## config.mk

```make
export PLATFORM = sky130hd
export DESIGN_NAME = imem_loader_flat
export DESIGN_NICKNAME = d
export VERILOG_FILES = /design/src/rtl/imem_pkg.sv /design/src/rtl/imem_loader_if.sv /design/src/rtl/imem_loader.sv /design/src/flat_wrapper.sv
export SDC_FILE = /design/constraint.sdc
export NUM_CORES = 1
export LEC_CHECK = 0
export CAP_MARGIN = 25
export CORE_MARGIN = 4
export CORE_UTILIZATION = 40
export CTS_BUF_LIST = sky130_fd_sc_hd__clkbuf_16
export CTS_CLUSTER_DIAMETER = 100
export DETAILED_ROUTE_END_ITERATION = 8
export HOLD_SLACK_MARGIN = 0.05
export PLACE_DENSITY = 0.75
export REMOVE_ABC_BUFFERS = 1
export SETUP_SLACK_MARGIN = 0.05
export SYNTH_ARGS = -nofsm -noshare
export SYNTH_HDL_FRONTEND = slang
export SYNTH_SLANG_ARGS = --single-unit
```

## constraint.sdc

```tcl
create_clock -name clk -period 3.3 [get_ports clk]
set_input_delay 0.66 -clock clk [delete_from_list [all_inputs] [get_ports clk]]
set_output_delay 0.66 -clock clk [all_outputs]
set_load 0.1 [all_outputs]
```

## src/rtl/imem_pkg.sv

```systemverilog
// Shared instruction-memory constants and loader state encoding.
// Used by the loader, inst_mem and PC so address widths agree.
package imem_pkg;

  localparam int ADDR_W = 8;
  localparam int DATA_W = 32;
  localparam int DEPTH  = 256;

  typedef enum logic [1:0] {
    IDLE,
    LOAD,
    DONE
  } ld_state_t;

endpackage

```

## src/rtl/imem_loader_if.sv

```systemverilog
// Valid/ready word stream from the host program source.
// master = host, slave = imem_loader.
interface imem_loader_if;
  import imem_pkg::*;

  logic              in_valid;
  logic [DATA_W-1:0] in_data;
  logic              in_last;
  logic              in_ready;

  modport master (
    output in_valid,
    output in_data,
    output in_last,
    input  in_ready
  );

  modport slave (
    input  in_valid,
    input  in_data,
    input  in_last,
    output in_ready
  );

endinterface

```

## src/rtl/imem_loader.sv

```systemverilog
// Streams a program image into instruction memory from address 0,
// holding the core until done. IMEM_LOADER_CHECKSUM_EN adds checksum.
module imem_loader
  import imem_pkg::*;
(
  input  logic              clk,
  input  logic              rst_n,
  input  logic              start,
  imem_loader_if.slave      src,
  output logic              mem_we,
  output logic [ADDR_W-1:0] mem_addr,
  output logic [DATA_W-1:0] mem_wdata,
  output logic              core_hold,
  output logic              done,
  output logic              overflow,
`ifdef IMEM_LOADER_CHECKSUM_EN
  output logic [DATA_W-1:0] checksum,
`endif
  output logic [ADDR_W:0]   word_count
);

  localparam logic [ADDR_W:0] LAST_IDX = (ADDR_W+1)'(DEPTH - 1);

  ld_state_t state;
  ld_state_t state_nx;
  logic      xfer;
  logic      at_end;
  logic      restart;

  assign src.in_ready = (state == LOAD);
  assign core_hold    = (state != DONE);
  assign done         = (state == DONE);

  // word_count doubles as the write pointer; it never passes DEPTH
  assign xfer    = src.in_valid & src.in_ready;
  assign at_end  = (word_count == LAST_IDX);
  assign restart = start & (state != LOAD);

  // state register
  always_ff @(posedge clk or negedge rst_n) begin
    if (!rst_n) state <= IDLE;
    else        state <= state_nx;
  end

  // next-state: start is only honoured outside LOAD
  always_comb begin
    state_nx = state;
    unique case (state)
      IDLE: if (start) state_nx = LOAD;
      LOAD: if (xfer && (src.in_last || at_end)) state_nx = DONE;
      DONE: if (start) state_nx = LOAD;
      default: state_nx = IDLE;
    endcase
  end

  // registered write port and load counters
  always_ff @(posedge clk or negedge rst_n) begin
    if (!rst_n) begin
      mem_we     <= 1'b0;
      mem_addr   <= '0;
      mem_wdata  <= '0;
      word_count <= '0;
      overflow   <= 1'b0;
    end else begin
      mem_we <= xfer;
      if (restart) begin
        word_count <= '0;
        overflow   <= 1'b0;
      end else if (xfer) begin
        mem_addr   <= word_count[ADDR_W-1:0];
        mem_wdata  <= src.in_data;
        word_count <= word_count + 1'b1;
        if (at_end && !src.in_last) overflow <= 1'b1;
      end
    end
  end

`ifdef IMEM_LOADER_CHECKSUM_EN
  // running XOR of accepted words in the current load
  always_ff @(posedge clk or negedge rst_n) begin
    if (!rst_n)       checksum <= '0;
    else if (restart) checksum <= '0;
    else if (xfer)    checksum <= checksum ^ src.in_data;
  end
`endif

endmodule
```

## src/flat_wrapper.sv

```systemverilog
// flat-port wrapper written by rule: the top's interface ports become plain ports
module imem_loader_flat import imem_pkg::*;
  (clk, rst_n, start, mem_we, mem_addr, mem_wdata, core_hold, done, overflow, word_count, src_in_valid, src_in_data, src_in_last, src_in_ready);
  imem_loader_if src_i ();
  input  logic clk;
  input  logic rst_n;
  input  logic start;
  output logic mem_we;
  output logic [ADDR_W-1:0] mem_addr;
  output logic [DATA_W-1:0] mem_wdata;
  output logic core_hold;
  output logic done;
  output logic overflow;
  output logic [ADDR_W:0] word_count;
  input wire logic [$bits(src_i.in_valid)-1:0] src_in_valid;
  input wire logic [$bits(src_i.in_data)-1:0] src_in_data;
  input wire logic [$bits(src_i.in_last)-1:0] src_in_last;
  output wire logic [$bits(src_i.in_ready)-1:0] src_in_ready;
  assign src_i.in_valid = src_in_valid;
  assign src_i.in_data = src_in_data;
  assign src_i.in_last = src_in_last;
  assign src_in_ready = src_i.in_ready;
  imem_loader u_core (.clk(clk), .rst_n(rst_n), .start(start), .src(src_i), .mem_we(mem_we), .mem_addr(mem_addr), .mem_wdata(mem_wdata), .core_hold(core_hold), .done(done), .overflow(overflow), .word_count(word_count));
endmodule
```

==> impl_results.md <==
- Die Width: 81.0 um
- Cts hold-fix bufs: 0
- RSZ-0062 raised after global routing: no
- # diodes: 0
- Worst slew pin tran: 0.446 ns
- Setup violations, final: 0
- Iteration-0 DRC count of the detailed router: 77
- Post-CTS setup buffer count: 0
- Area grow syn2layout: 44.0%
- Post-Place Worst Slack: 0.792 ns
- Vias in the first global route: 1678
- Die area: 6560 um2
- Critical Path Most Common Cell: nand2_1
- CTS H-Tree Depth: 2
- Syn_area_per_cell: 9.31 um2
- Gpl congestion: 0.780
- Routed vias: 1813
- CP cell instances: clkdlybuf4s50_1, nand2_4, inv_2, buf_4, nand2_1, nand2_1
- Relative slew slack: 70.3%
- Non-filler cells, final: 389
- Share of cells above drive strength 1: 21.3%
- CTS root buffer: clkbuf_16
- Routed WL per cell: 12.9 um
- Seq cells post-synth: 53
- Post-Syn Area: 2130 um2
- Routed Antenna Nets: 0
- Final Cell Area: 3070 um2
- Warning count from the yosys run: 0
- Critical path type: primary input to flop
- Global-route wire length before repair: 7920 um
- Worst setup SP type: primary input
- Row count: 26
- Starting Density: 41.5%
- Fill cells: 492
- R2r setup slk: 1.36 ns
- Min cycle time layout: 2.20 ns
- Io pins: 91
- Crit end category: flop
- Number of gates resized after CTS: 0
- Nets@finish: 358
- Via-per-instance ratio: 4.66
- Hold Vio Cnt, Final: 0
- Post-Synthesis Cells: 229
- Initial antenna violation count: 0
- CP max-delay cell: clkdlybuf4s50_1
- Worst Reg-to-Reg Cells: 6
- Die height: 81.0 um
- CTS tree: built
- Max capacitance violation total: 0
- Drt pass-1 iters: 4
- Seq/Total Area, Yosys: 62.2%
- Clock-pin slew of the registers on the worst-case setup and hold paths: 0.06 ns
- Slew Limit Fails: 0
- Hold slack: 0.306 ns
- CP Max Fanout: 43
- WL final: 5020 um
- All-layer global routing usage: 15.9%
- Critical R2R Launch: u_core.state[1]
- CTS Buffer Depth: 2
- Run status: finished clean
- CTS buffer count: 5
- Port Buffers: 90
- Placed Area: 2940 um2
- Sink Count: 53
- Hold WC Path Type: primary input to asynchronous set/reset pin
- Largest net degree at the start of global routing: 44
- Drt drc: 0
- Crit Reg-Reg Endpoint: u_core.mem_wdata[19]
- Post-Place Cells: 382
- Setup ws final: 1.10 ns
- Setup Skew: 0.00235 ns
- Crit path required time: 3.52 ns
- Global route overflow: 0
- Unique masters post-synth: 31
- Worst Path Arrival: 2.42 ns
- Crit share post-route: 66.7%
- Clk_lat worst skew: 0.28 ns
- Peak per-stage delay on the critical path: 0.54 ns
- Dpl hpwl: 3630 um
- Fmax: 454 MHz
- Area of the core: 5140 um2
layer usage:
metal	global-route usage [%]	up-vias	wire length, um
li1	-	892	-
met1	20.7	848	2270
met2	25.5	67	2290
met3	3.77	6	412
met4	6.59	0	47
met5	0	-	0
state kept, by name, indices dropped and copies added, names as in the netlist:
register and flops:
u_core.overflow 1, u_core.word_count 9, u_core.mem_wdata 32, u_core.state 2, u_core.mem_we 1, u_core.mem_addr 8
logic make-up (layout without fill, tap and decap cells):
family / Yosys count / after routing / share of synthesized area [%]
DFF: 53 / 53 / 62.2
buffers and inverters: 14 / 104 / 3.58
adders and majority gates: 2 / 2 / 1.17
and+or+nand+nor: 144 / 144 / 27.5
xor gates and xnor gates: 4 / 4 / 1.64
muxes: 2 / 2 / 0.998
AOI/OAI and AO/OA: 10 / 10 / 2.88
cell usage in the layout (no fill, tap or decap), drive strengths merged, types with 2 or more instances in the layout:
cell	count
dfrtp	53
xor2	2
nor3	2
clkdlybuf4s50	35
xnor2	2
buf	57
clkbuf	5
nand2	123
ha	2
inv	6
nand4	3
nor2	9
o21ai	5
final cells by class:
class	instances	area (um2)	area share [%]
Clock buffer	5	125	4.07
Clock inverter	2	7.51	0.244
Inverter	5	18.8	0.611
Timing Repair Buffer	92	776	25.3
Sequential cell	53	1330	43.2
Multi-Input combinational cell	162	729	23.8
Tap cell	70	87.6	2.85
through the flow:
stage          TNS [ns]  util [%]
5_1_grt               0      59.7
4_1_cts               0      59.7
2_1_floorplan   -0.0949         -
6_report              0      59.7
3_3_place_gp          0      57.2
3_5_place_dp          0      57.2
critical path, delay by kind of cell:
| kind | cells | cell delay [ns] |
|---|---|---|
| buffers and inverters | 3 | 1.29 |
| and+or+nand+nor | 3 | 0.45 |
synth_stat cells:
master     count  share of area [%]
a22o_1         1               0.41
nor2_1         7                1.2
nand2_4        1               0.53
nand2_1      122                 21
nor2b_1        1               0.29
a21oi_1        1               0.23
nand4_1        3               0.88
a21o_1         1               0.35
o21ai_0        5                1.2
mux2_2         1               0.53
ha_1           2                1.2
nor3_1         2               0.47
mux2i_1        1               0.47
xnor2_1        2               0.82
inv_1          4               0.70
clkbuf_1       3               0.53
or3_1          1               0.29
buf_6          1               0.53
nand3_1        1               0.23
buf_4          4                1.4
a31oi_1        1               0.29
buf_2          1               0.23
nand3b_1       1               0.35
and3_1         1               0.29
xor2_1         2               0.82
and2b_4        1               0.47
nand4b_1       1               0.41
inv_2          1               0.18
dfrtp_1       53                 62
o2bb2ai_1      1               0.41
nor2_2         2               0.59
worst max-delay path by stage:
stage,start,to,slack (ns),cells after the start
3_5_place_dp,src_in_valid,u_core.mem_wdata[2],0.79,6
3_3_place_gp,src_in_valid,u_core.mem_wdata[23],0.80,6
2_1_floorplan,u_core.state[0],core_hold,-0.09,2
5_1_grt,src_in_valid,u_core.mem_wdata[18],0.94,6
6_report,src_in_valid,u_core.mem_wdata[19],1.10,6
4_1_cts,src_in_valid,u_core.mem_wdata[19],1.08,6
Power is left out: the tool's default activity adds up to more than one toggle a clock period on the data nets, which glitch-free logic cannot reach.
